===== config.mk =====
export PLATFORM = sky130hd
export DESIGN_NAME = ex_stage_flat
export DESIGN_NICKNAME = d
export VERILOG_FILES = /design/src/rtl/ex_stage_if.sv /design/src/rtl/ex_stage.sv /design/src/flat_wrapper.sv
export SDC_FILE = /design/constraint.sdc
export NUM_CORES = 1
export LEC_CHECK = 0
export CORE_MARGIN = 2
export CORE_UTILIZATION = 30
export DETAILED_ROUTE_END_ITERATION = 12
export SYNTH_ARGS = -nofsm -noshare
export SYNTH_HDL_FRONTEND = slang
export SYNTH_SLANG_ARGS = --single-unit

===== constraint.sdc =====
create_clock -name clk -period 7.4 [get_ports clk]
set_input_delay 1.48 -clock clk [delete_from_list [all_inputs] [get_ports clk]]
set_output_delay 1.48 -clock clk [all_outputs]
set_load 0.03 [all_outputs]

===== src/rtl/ex_stage_if.sv =====
// ID/EX inputs, forwarding taps, redirect outputs and the EX/MEM register of the execute stage.
interface ex_stage_if #(parameter int XLEN = 32);
  logic [XLEN-1:0] ex_pc_in;
  logic [XLEN-1:0] ex_pc_plus_4_in;
  logic [XLEN-1:0] ex_rs1_data_in;
  logic [XLEN-1:0] ex_rs2_data_in;
  logic [XLEN-1:0] ex_imm_in;
  logic [4:0]      ex_rs1_addr_in;
  logic [4:0]      ex_rs2_addr_in;
  logic [4:0]      ex_rd_addr_in;
  logic [31:0]     ex_instruction_in;
  logic            ex_mem_read_in;
  logic            ex_mem_write_in;
  logic            ex_reg_write_in;
  logic            ex_MemToReg_in;
  logic            ex_ALUSrc_in;
  logic            ex_Branch_in;
  logic            ex_WriteFromPC_in;
  logic [3:0]      ex_ALUCtrl_in;
  logic [4:0]      fwd_mem_rd_in;
  logic            fwd_mem_reg_write_in;
  logic [XLEN-1:0] fwd_mem_data_in;
  logic [4:0]      fwd_wb_rd_in;
  logic            fwd_wb_reg_write_in;
  logic [XLEN-1:0] fwd_wb_data_in;
  logic            ex_busy_out;
  logic            ex_branch_taken_out;
  logic [XLEN-1:0] ex_branch_target_out;
  logic [XLEN-1:0] mem_alu_result_out;
  logic [XLEN-1:0] mem_write_data_out;
  logic [31:0]     mem_instruction_out;
  logic [4:0]      mem_rd_addr_out;
  logic            mem_mem_read_out;
  logic            mem_mem_write_out;
  logic            mem_reg_write_out;
  logic            mem_MemToReg_out;

  modport master (
    output ex_pc_in, ex_pc_plus_4_in, ex_rs1_data_in, ex_rs2_data_in, ex_imm_in,
           ex_rs1_addr_in, ex_rs2_addr_in, ex_rd_addr_in, ex_instruction_in,
           ex_mem_read_in, ex_mem_write_in, ex_reg_write_in, ex_MemToReg_in,
           ex_ALUSrc_in, ex_Branch_in, ex_WriteFromPC_in, ex_ALUCtrl_in,
           fwd_mem_rd_in, fwd_mem_reg_write_in, fwd_mem_data_in,
           fwd_wb_rd_in, fwd_wb_reg_write_in, fwd_wb_data_in,
    input  ex_busy_out, ex_branch_taken_out, ex_branch_target_out,
           mem_alu_result_out, mem_write_data_out, mem_instruction_out, mem_rd_addr_out,
           mem_mem_read_out, mem_mem_write_out, mem_reg_write_out, mem_MemToReg_out
  );

  modport slave (
    input  ex_pc_in, ex_pc_plus_4_in, ex_rs1_data_in, ex_rs2_data_in, ex_imm_in,
           ex_rs1_addr_in, ex_rs2_addr_in, ex_rd_addr_in, ex_instruction_in,
           ex_mem_read_in, ex_mem_write_in, ex_reg_write_in, ex_MemToReg_in,
           ex_ALUSrc_in, ex_Branch_in, ex_WriteFromPC_in, ex_ALUCtrl_in,
           fwd_mem_rd_in, fwd_mem_reg_write_in, fwd_mem_data_in,
           fwd_wb_rd_in, fwd_wb_reg_write_in, fwd_wb_data_in,
    output ex_busy_out, ex_branch_taken_out, ex_branch_target_out,
           mem_alu_result_out, mem_write_data_out, mem_instruction_out, mem_rd_addr_out,
           mem_mem_read_out, mem_mem_write_out, mem_reg_write_out, mem_MemToReg_out
  );
endinterface


===== src/rtl/ex_stage.sv =====
// Execute stage: forwarding, ALU, branch resolution and the EX/MEM register.
// EX_MUL_EN adds a shift-add multiplier FSM that holds upstream via ex_busy_out.
module ex_stage #(
  parameter int XLEN       = 32,
  parameter int MUL_CYCLES = 32
) (
  input  logic    clk,
  input  logic    rst,
  ex_stage_if.slave bus
);
  localparam logic [31:0] NOP_INSTR = 32'h0000_0013;

  if (MUL_CYCLES != XLEN) begin : g_cfg_check
    $error("ex_stage: MUL_CYCLES must equal XLEN");
  end

  logic [XLEN-1:0] op_a, rs2_fwd, op_b, alu_res, ex_result;
  logic            mem_hit_rs1, wb_hit_rs1, mem_hit_rs2, wb_hit_rs2;
  logic            raw_taken;
  logic [XLEN-1:0] raw_target;

  // MEM stage is younger than WB, so it wins; x0 is hardwired and never forwarded.
  assign mem_hit_rs1 = bus.fwd_mem_reg_write_in && (bus.fwd_mem_rd_in != 5'd0) &&
                       (bus.fwd_mem_rd_in == bus.ex_rs1_addr_in);
  assign wb_hit_rs1  = bus.fwd_wb_reg_write_in && (bus.fwd_wb_rd_in != 5'd0) &&
                       (bus.fwd_wb_rd_in == bus.ex_rs1_addr_in);
  assign mem_hit_rs2 = bus.fwd_mem_reg_write_in && (bus.fwd_mem_rd_in != 5'd0) &&
                       (bus.fwd_mem_rd_in == bus.ex_rs2_addr_in);
  assign wb_hit_rs2  = bus.fwd_wb_reg_write_in && (bus.fwd_wb_rd_in != 5'd0) &&
                       (bus.fwd_wb_rd_in == bus.ex_rs2_addr_in);

  always_comb begin
    op_a = bus.ex_rs1_data_in;
    if (mem_hit_rs1)     op_a = bus.fwd_mem_data_in;
    else if (wb_hit_rs1) op_a = bus.fwd_wb_data_in;
  end

  always_comb begin
    rs2_fwd = bus.ex_rs2_data_in;
    if (mem_hit_rs2)     rs2_fwd = bus.fwd_mem_data_in;
    else if (wb_hit_rs2) rs2_fwd = bus.fwd_wb_data_in;
  end

  assign op_b = bus.ex_ALUSrc_in ? bus.ex_imm_in : rs2_fwd;

  // Code A is produced by the multiplier FSM, never by this combinational path.
  always_comb begin
    alu_res = '0;
    case (bus.ex_ALUCtrl_in)
      4'h0:    alu_res = op_a + op_b;
      4'h1:    alu_res = op_a - op_b;
      4'h2:    alu_res = op_a & op_b;
      4'h3:    alu_res = op_a | op_b;
      4'h4:    alu_res = op_a ^ op_b;
      4'h5:    alu_res = op_a << op_b[4:0];
      4'h6:    alu_res = op_a >> op_b[4:0];
      4'h7:    alu_res = $unsigned($signed(op_a) >>> op_b[4:0]);
      4'h8:    alu_res = {{(XLEN-1){1'b0}}, ($signed(op_a) < $signed(op_b))};
      4'h9:    alu_res = {{(XLEN-1){1'b0}}, (op_a < op_b)};
      4'hB:    alu_res = op_b;
      default: alu_res = '0;
    endcase
  end

  assign ex_result  = bus.ex_WriteFromPC_in ? bus.ex_pc_plus_4_in : alu_res;
  assign raw_taken  = (bus.ex_Branch_in && (op_a == rs2_fwd)) || bus.ex_WriteFromPC_in;
  assign raw_target = bus.ex_pc_in + bus.ex_imm_in;

  logic            mul_hold;
  logic            mul_done;
  logic [XLEN-1:0] mul_acc;
  logic [XLEN-1:0] mul_wdata;
  logic [31:0]     mul_instr;
  logic [4:0]      mul_rd;
  logic [3:0]      mul_ctrl;

`ifdef EX_MUL_EN
  localparam int CW = (MUL_CYCLES > 1) ? $clog2(MUL_CYCLES) : 1;

  typedef enum logic [1:0] {IDLE, BUSY, DONE} mul_state_t;

  mul_state_t      state;
  logic [XLEN-1:0] mcand, mplier;
  logic [CW-1:0]   cnt;
  logic            mul_start;

  assign mul_start = (state == IDLE) && (bus.ex_ALUCtrl_in == 4'hA) && !bus.ex_WriteFromPC_in;
  assign mul_hold  = (state == BUSY) || mul_start;
  assign mul_done  = (state == DONE);

  // Gated by rst so an aborted multiply drops the hold even while ID/EX still shows the MUL.
  assign bus.ex_busy_out          = !rst && mul_hold;
  assign bus.ex_branch_taken_out  = (state == IDLE) && raw_taken;
  assign bus.ex_branch_target_out = (state == IDLE) ? raw_target : '0;

  always_ff @(posedge clk or posedge rst) begin
    if (rst) begin
      state     <= IDLE;
      cnt       <= '0;
      mcand     <= '0;
      mplier    <= '0;
      mul_acc   <= '0;
      mul_wdata <= '0;
      mul_instr <= NOP_INSTR;
      mul_rd    <= '0;
      mul_ctrl  <= '0;
    end else begin
      case (state)
        IDLE: begin
          if (mul_start) begin
            mcand     <= op_a;
            mplier    <= op_b;
            mul_acc   <= '0;
            cnt       <= '0;
            mul_wdata <= rs2_fwd;
            mul_instr <= bus.ex_instruction_in;
            mul_rd    <= bus.ex_rd_addr_in;
            mul_ctrl  <= {bus.ex_mem_read_in, bus.ex_mem_write_in,
                          bus.ex_reg_write_in, bus.ex_MemToReg_in};
            state     <= BUSY;
          end
        end
        BUSY: begin
          if (mplier[0]) mul_acc <= mul_acc + mcand;
          mcand  <= mcand << 1;
          mplier <= mplier >> 1;
          cnt    <= cnt + 1'b1;
          if (cnt == CW'(MUL_CYCLES - 1)) state <= DONE;
        end
        // ID/EX advances on this edge, so the same MUL is not restarted.
        DONE:    state <= IDLE;
        default: state <= IDLE;
      endcase
    end
  end
`else
  assign mul_hold  = 1'b0;
  assign mul_done  = 1'b0;
  assign mul_acc   = '0;
  assign mul_wdata = '0;
  assign mul_instr = NOP_INSTR;
  assign mul_rd    = '0;
  assign mul_ctrl  = '0;

  assign bus.ex_busy_out          = 1'b0;
  assign bus.ex_branch_taken_out  = raw_taken;
  assign bus.ex_branch_target_out = raw_target;
`endif

  always_ff @(posedge clk or posedge rst) begin
    if (rst) begin
      bus.mem_alu_result_out  <= '0;
      bus.mem_write_data_out  <= '0;
      bus.mem_instruction_out <= NOP_INSTR;
      bus.mem_rd_addr_out     <= '0;
      bus.mem_mem_read_out    <= 1'b0;
      bus.mem_mem_write_out   <= 1'b0;
      bus.mem_reg_write_out   <= 1'b0;
      bus.mem_MemToReg_out    <= 1'b0;
    end else if (mul_done) begin
      bus.mem_alu_result_out  <= mul_acc;
      bus.mem_write_data_out  <= mul_wdata;
      bus.mem_instruction_out <= mul_instr;
      bus.mem_rd_addr_out     <= mul_rd;
      {bus.mem_mem_read_out, bus.mem_mem_write_out,
       bus.mem_reg_write_out, bus.mem_MemToReg_out} <= mul_ctrl;
    end else if (mul_hold) begin
      bus.mem_alu_result_out  <= '0;
      bus.mem_write_data_out  <= '0;
      bus.mem_instruction_out <= NOP_INSTR;
      bus.mem_rd_addr_out     <= '0;
      bus.mem_mem_read_out    <= 1'b0;
      bus.mem_mem_write_out   <= 1'b0;
      bus.mem_reg_write_out   <= 1'b0;
      bus.mem_MemToReg_out    <= 1'b0;
    end else begin
      bus.mem_alu_result_out  <= ex_result;
      bus.mem_write_data_out  <= rs2_fwd;
      bus.mem_instruction_out <= bus.ex_instruction_in;
      bus.mem_rd_addr_out     <= bus.ex_rd_addr_in;
      bus.mem_mem_read_out    <= bus.ex_mem_read_in;
      bus.mem_mem_write_out   <= bus.ex_mem_write_in;
      bus.mem_reg_write_out   <= bus.ex_reg_write_in;
      bus.mem_MemToReg_out    <= bus.ex_MemToReg_in;
    end
  end
endmodule


===== src/flat_wrapper.sv =====
// flat-port wrapper written by rule: the top's interface ports become plain ports
module ex_stage_flat 
#(
  parameter int XLEN       = 32,
  parameter int MUL_CYCLES = 32
)
  (clk, rst, bus_ex_pc_in, bus_ex_pc_plus_4_in, bus_ex_rs1_data_in, bus_ex_rs2_data_in, bus_ex_imm_in, bus_ex_rs1_addr_in, bus_ex_rs2_addr_in, bus_ex_rd_addr_in, bus_ex_instruction_in, bus_ex_mem_read_in, bus_ex_mem_write_in, bus_ex_reg_write_in, bus_ex_MemToReg_in, bus_ex_ALUSrc_in, bus_ex_Branch_in, bus_ex_WriteFromPC_in, bus_ex_ALUCtrl_in, bus_fwd_mem_rd_in, bus_fwd_mem_reg_write_in, bus_fwd_mem_data_in, bus_fwd_wb_rd_in, bus_fwd_wb_reg_write_in, bus_fwd_wb_data_in, bus_ex_busy_out, bus_ex_branch_taken_out, bus_ex_branch_target_out, bus_mem_alu_result_out, bus_mem_write_data_out, bus_mem_instruction_out, bus_mem_rd_addr_out, bus_mem_mem_read_out, bus_mem_mem_write_out, bus_mem_reg_write_out, bus_mem_MemToReg_out);
  ex_stage_if #(.XLEN(XLEN)) bus_i ();
  input  logic clk;
  input  logic rst;
  input wire logic [$bits(bus_i.ex_pc_in)-1:0] bus_ex_pc_in;
  input wire logic [$bits(bus_i.ex_pc_plus_4_in)-1:0] bus_ex_pc_plus_4_in;
  input wire logic [$bits(bus_i.ex_rs1_data_in)-1:0] bus_ex_rs1_data_in;
  input wire logic [$bits(bus_i.ex_rs2_data_in)-1:0] bus_ex_rs2_data_in;
  input wire logic [$bits(bus_i.ex_imm_in)-1:0] bus_ex_imm_in;
  input wire logic [$bits(bus_i.ex_rs1_addr_in)-1:0] bus_ex_rs1_addr_in;
  input wire logic [$bits(bus_i.ex_rs2_addr_in)-1:0] bus_ex_rs2_addr_in;
  input wire logic [$bits(bus_i.ex_rd_addr_in)-1:0] bus_ex_rd_addr_in;
  input wire logic [$bits(bus_i.ex_instruction_in)-1:0] bus_ex_instruction_in;
  input wire logic [$bits(bus_i.ex_mem_read_in)-1:0] bus_ex_mem_read_in;
  input wire logic [$bits(bus_i.ex_mem_write_in)-1:0] bus_ex_mem_write_in;
  input wire logic [$bits(bus_i.ex_reg_write_in)-1:0] bus_ex_reg_write_in;
  input wire logic [$bits(bus_i.ex_MemToReg_in)-1:0] bus_ex_MemToReg_in;
  input wire logic [$bits(bus_i.ex_ALUSrc_in)-1:0] bus_ex_ALUSrc_in;
  input wire logic [$bits(bus_i.ex_Branch_in)-1:0] bus_ex_Branch_in;
  input wire logic [$bits(bus_i.ex_WriteFromPC_in)-1:0] bus_ex_WriteFromPC_in;
  input wire logic [$bits(bus_i.ex_ALUCtrl_in)-1:0] bus_ex_ALUCtrl_in;
  input wire logic [$bits(bus_i.fwd_mem_rd_in)-1:0] bus_fwd_mem_rd_in;
  input wire logic [$bits(bus_i.fwd_mem_reg_write_in)-1:0] bus_fwd_mem_reg_write_in;
  input wire logic [$bits(bus_i.fwd_mem_data_in)-1:0] bus_fwd_mem_data_in;
  input wire logic [$bits(bus_i.fwd_wb_rd_in)-1:0] bus_fwd_wb_rd_in;
  input wire logic [$bits(bus_i.fwd_wb_reg_write_in)-1:0] bus_fwd_wb_reg_write_in;
  input wire logic [$bits(bus_i.fwd_wb_data_in)-1:0] bus_fwd_wb_data_in;
  output wire logic [$bits(bus_i.ex_busy_out)-1:0] bus_ex_busy_out;
  output wire logic [$bits(bus_i.ex_branch_taken_out)-1:0] bus_ex_branch_taken_out;
  output wire logic [$bits(bus_i.ex_branch_target_out)-1:0] bus_ex_branch_target_out;
  output wire logic [$bits(bus_i.mem_alu_result_out)-1:0] bus_mem_alu_result_out;
  output wire logic [$bits(bus_i.mem_write_data_out)-1:0] bus_mem_write_data_out;
  output wire logic [$bits(bus_i.mem_instruction_out)-1:0] bus_mem_instruction_out;
  output wire logic [$bits(bus_i.mem_rd_addr_out)-1:0] bus_mem_rd_addr_out;
  output wire logic [$bits(bus_i.mem_mem_read_out)-1:0] bus_mem_mem_read_out;
  output wire logic [$bits(bus_i.mem_mem_write_out)-1:0] bus_mem_mem_write_out;
  output wire logic [$bits(bus_i.mem_reg_write_out)-1:0] bus_mem_reg_write_out;
  output wire logic [$bits(bus_i.mem_MemToReg_out)-1:0] bus_mem_MemToReg_out;
  assign bus_i.ex_pc_in = bus_ex_pc_in;
  assign bus_i.ex_pc_plus_4_in = bus_ex_pc_plus_4_in;
  assign bus_i.ex_rs1_data_in = bus_ex_rs1_data_in;
  assign bus_i.ex_rs2_data_in = bus_ex_rs2_data_in;
  assign bus_i.ex_imm_in = bus_ex_imm_in;
  assign bus_i.ex_rs1_addr_in = bus_ex_rs1_addr_in;
  assign bus_i.ex_rs2_addr_in = bus_ex_rs2_addr_in;
  assign bus_i.ex_rd_addr_in = bus_ex_rd_addr_in;
  assign bus_i.ex_instruction_in = bus_ex_instruction_in;
  assign bus_i.ex_mem_read_in = bus_ex_mem_read_in;
  assign bus_i.ex_mem_write_in = bus_ex_mem_write_in;
  assign bus_i.ex_reg_write_in = bus_ex_reg_write_in;
  assign bus_i.ex_MemToReg_in = bus_ex_MemToReg_in;
  assign bus_i.ex_ALUSrc_in = bus_ex_ALUSrc_in;
  assign bus_i.ex_Branch_in = bus_ex_Branch_in;
  assign bus_i.ex_WriteFromPC_in = bus_ex_WriteFromPC_in;
  assign bus_i.ex_ALUCtrl_in = bus_ex_ALUCtrl_in;
  assign bus_i.fwd_mem_rd_in = bus_fwd_mem_rd_in;
  assign bus_i.fwd_mem_reg_write_in = bus_fwd_mem_reg_write_in;
  assign bus_i.fwd_mem_data_in = bus_fwd_mem_data_in;
  assign bus_i.fwd_wb_rd_in = bus_fwd_wb_rd_in;
  assign bus_i.fwd_wb_reg_write_in = bus_fwd_wb_reg_write_in;
  assign bus_i.fwd_wb_data_in = bus_fwd_wb_data_in;
  assign bus_ex_busy_out = bus_i.ex_busy_out;
  assign bus_ex_branch_taken_out = bus_i.ex_branch_taken_out;
  assign bus_ex_branch_target_out = bus_i.ex_branch_target_out;
  assign bus_mem_alu_result_out = bus_i.mem_alu_result_out;
  assign bus_mem_write_data_out = bus_i.mem_write_data_out;
  assign bus_mem_instruction_out = bus_i.mem_instruction_out;
  assign bus_mem_rd_addr_out = bus_i.mem_rd_addr_out;
  assign bus_mem_mem_read_out = bus_i.mem_mem_read_out;
  assign bus_mem_mem_write_out = bus_i.mem_mem_write_out;
  assign bus_mem_reg_write_out = bus_i.mem_reg_write_out;
  assign bus_mem_MemToReg_out = bus_i.mem_MemToReg_out;
  ex_stage #(.XLEN(XLEN), .MUL_CYCLES(MUL_CYCLES)) u_core (.clk(clk), .rst(rst), .bus(bus_i));
endmodule

==> flow_metrics.tcl <==
set metrics [dict create \
    vias_per_cell 6.152 \
    tightest_slew_ns 1.241 \
    num_vias 20540 \
    ys.flop_type "dfrtp_1" \
    worst_ep_arrival_time_ns 5.66 \
    cts.root.buffer_cell "clkbuf_16" \
    synthTopCellsByArea "dfrtp_1 (16%), ha_1 (10%), mux2i_1 (7.7%)" \
    fp.dieW_um 238.0 \
    n_fill_cell 5487 \
    core.rowCount 85 \
    min_period_over_period 0.9649 \
    numCtsBuffers 9 \
    synth_cell_type_count 108 \
    grt_first_pass_wirelength_mm 144.5 \
    setup_ws_ns 0.2601 \
    ys_warn_count 0 \
    ios 435 \
    path_max_fanout 20 \
    setup_tns_ns 0 \
    setup_viol 0 \
    htree_levels 3 \
    clkSinkCount 105 \
    stdcell_count 3338 \
    first_pass_iters 9 \
    multi_input_area_mm2 0.01273 \
    async_flop_share 1.000 \
    holdBufCountCts 0 \
    dp_slack_ns 0.07334 \
    ir_drop_uv 85.85 \
    nets 3070 \
    drive_gt1_frac 0.1178 \
    cp-end-kind "output port" \
    drc 0 \
    start_kind "input pin" \
    clockBufferDepth 2 \
    yosysTopAreaCell "dfrtp_1" \
    syn_avg_cell_area_um2 7.596 \
    dpl.hpwl_mm 83.94 \
    worst_ep_required_time_ns 5.92 \
    max-cap-violations 0 \
    regArea_mm2 0.002631 \
    tritoncts "yes" \
    period_minus_slack_ns 7.140 \
    area_delta_synth_final_pct 37.77 \
    syn_inst 2162 \
    synth_edf_count 0 \
    syn_area_mm2 0.01642 \
    initial_core_util 0.3046 \
    maxSlewHeadroom 0.1637 \
    timing.final.max_slew_violations 0 \
    p_total_mw 3.377 \
    postCtsSetupRepairBufs 0 \
    synth_seq_cells 105 \
    grt_pass1_vias 20080 \
    clkSlewWorstSetupHoldPaths_ns 0.08 \
    crit_type "in2out" \
    place_inst 3321 \
    antenna_found_initial 2 \
    seq_area_frac_synth 0.1602 \
    hold_class "in2async" \
    grt_remaining_overflow 0 \
    chipHeight_um 238.0 \
    post_cts_resize_count 0 \
    track_usage 0.3500 \
    synth_top_cell_area_share 0.1554 \
    status "finished clean" \
    hold_viol 0 \
    max_freq_mhz 140.1 \
    dieArea_mm2 0.05663 \
    power.leakage_nw 9.156 \
    io_buffers 433 \
    syn_nets 2596 \
    routed_wl_mm 102.6 \
    core_area_mm2 0.05392 \
    wl_per_cell_um 30.74 \
    powerDensity_mw_per_mm2 149.2 \
    gp_congestion 1.017 \
    first_iter_violations 2582 \
    antenna_left 0 \
    grt_max_degree 65 \
    rsz0062_at_grt "no" \
    fin_util 0.4196 \
]
[layout make-up]
| type | instances | area share |
|---|---|---|
| inverters | 119 | 0.01996 |
| well taps | 696 | 0.03849 |
| flip-flops and latches | 105 | 0.1163 |
| clock inverters | 5 | 0.001825 |
| repair buffers | 608 | 0.2505 |
| diodes | 1 | 0.0001106 |
| clock buffers | 11 | 0.01029 |
| multi-input cells | 1793 | 0.5625 |
[flip-flops by register name (all words and copies together) (netlist names)]
register,count
u_core.bus.mem_MemToReg_out,1
u_core.bus.mem_write_data_out,32
u_core.bus.mem_alu_result_out,32
u_core.bus.mem_reg_write_out,1
u_core.bus.mem_instruction_out,32
u_core.bus.mem_mem_write_out,1
u_core.bus.mem_mem_read_out,1
u_core.bus.mem_rd_addr_out,5
[worst max-delay path by stage]
stage / from / end / depth (start not counted)
floorplan: bus_ex_ALUSrc_in / u_core.bus.mem_alu_result_out[31] / 18
global placement: bus_fwd_mem_rd_in[0] / u_core.bus.mem_alu_result_out[18] / 22
detailed placement: bus_fwd_mem_rd_in[1] / u_core.bus.mem_alu_result_out[18] / 19
CTS: bus_ex_imm_in[1] / bus_ex_branch_target_out[31] / 16
global route: bus_ex_imm_in[0] / bus_ex_branch_target_out[26] / 15
finish: bus_fwd_wb_rd_in[3] / bus_ex_branch_taken_out / 15
[cell usage in the layout (no fill, tap or decap), types with 11 or more instances in the layout]
master / instances
a21oi_1: 162
o21bai_1: 25
nand2_1: 167
a22oi_1: 18
nor3_1: 65
o211ai_1: 31
o21ai_0: 167
ha_1: 135
nor2b_1: 16
clkdlybuf4s50_1: 428
nand2b_1: 26
a221oi_1: 35
and3_1: 14
xnor2_1: 70
nor2_1: 159
mux2i_1: 127
nand3_1: 72
a21o_1: 29
dfrtp_1: 102
and2_1: 13
nor4_1: 11
mux2_2: 23
o21ai_1: 21
a31oi_1: 40
o31ai_1: 16
nand4_1: 15
inv_1: 112
o21a_1: 14
or3_1: 11
o221ai_1: 19
o22ai_1: 28
buf_4: 175
xor2_1: 14
a211oi_1: 26
[cell usage after synthesis, types with 11 or more instances]
| library cell | n |
|---|---|
| o21ai_0 | 168 |
| nand2_1 | 167 |
| a21oi_1 | 162 |
| nor2_1 | 160 |
| ha_1 | 135 |
| mux2i_1 | 127 |
| inv_1 | 113 |
| dfrtp_1 | 102 |
| clkbuf_1 | 88 |
| nand3_1 | 73 |
| xnor2_1 | 70 |
| nor3_1 | 68 |
| a31oi_1 | 40 |
| a221oi_1 | 35 |
| buf_2 | 34 |
| o211ai_1 | 31 |
| a21o_1 | 29 |
| o22ai_1 | 28 |
| a211oi_1 | 26 |
| nand2b_1 | 26 |
| o21bai_1 | 25 |
| mux2_2 | 23 |
| o21ai_1 | 20 |
| o221ai_1 | 19 |
| a22oi_1 | 18 |
| nor2b_1 | 16 |
| o31ai_1 | 16 |
| nand4_1 | 15 |
| and2_1 | 14 |
| and3_1 | 14 |
| o21a_1 | 14 |
| xor2_1 | 14 |
| nor4_1 | 12 |
| or3_1 | 11 |
[cells by family after synthesis]
group	Yosys count	share of synthesized area
compound gates	799	0.3370
simple gates	611	0.1786
buf+inv	264	0.06811
mux	160	0.1046
fa+ha+maj	138	0.1065
flops	105	0.1602
xor+xnor	84	0.04480
other cells	1	0.0002283
[critical path: stages]
cell and delay (ns):
clkdlybuf4s50_1 0.49, xor2_1 0.24, or4b_1 0.65, nor2_4 0.15
buf_12 0.20, buf_4 0.22, mux2i_1 0.10, o21ai_0 0.66
xnor2_1 0.19, nand4_1 0.12, nor4_1 0.24, nand4_1 0.13
o41ai_1 0.45, buf_4 0.21, buf_12 0.11
[metal layers]
metal  routed length (µm)  vias to the layer above  share of wire  GRT usage
met2                45190                     1389           0.44     0.5565
li1                     -                     9035              -          -
met1                41200                     9879           0.40     0.4446
met3                 9866                      234          0.096    0.07254
met5                    0                        -              0          0
met4                 6337                        0          0.062     0.1879
[power breakdown]
group          leakage [nW]  switching (mW)  internal, mW
logic                  7.77            1.39         0.861
registers              1.25          0.0176         0.621
clock network         0.126           0.257         0.231
total                  9.16            1.66          1.71
[through the flow]
stage | cell area, µm² | hold WS (ns)
2_1_floorplan | 16420 | 1.484
3_3_place_gp | 22350 | 1.894
3_5_place_dp | 22350 | 1.901
4_1_cts | 22620 | 1.468
5_1_grt | 22620 | 1.483
6_report | 22630 | 1.482
No activity file was read; power rests on OpenSTA's default activity.
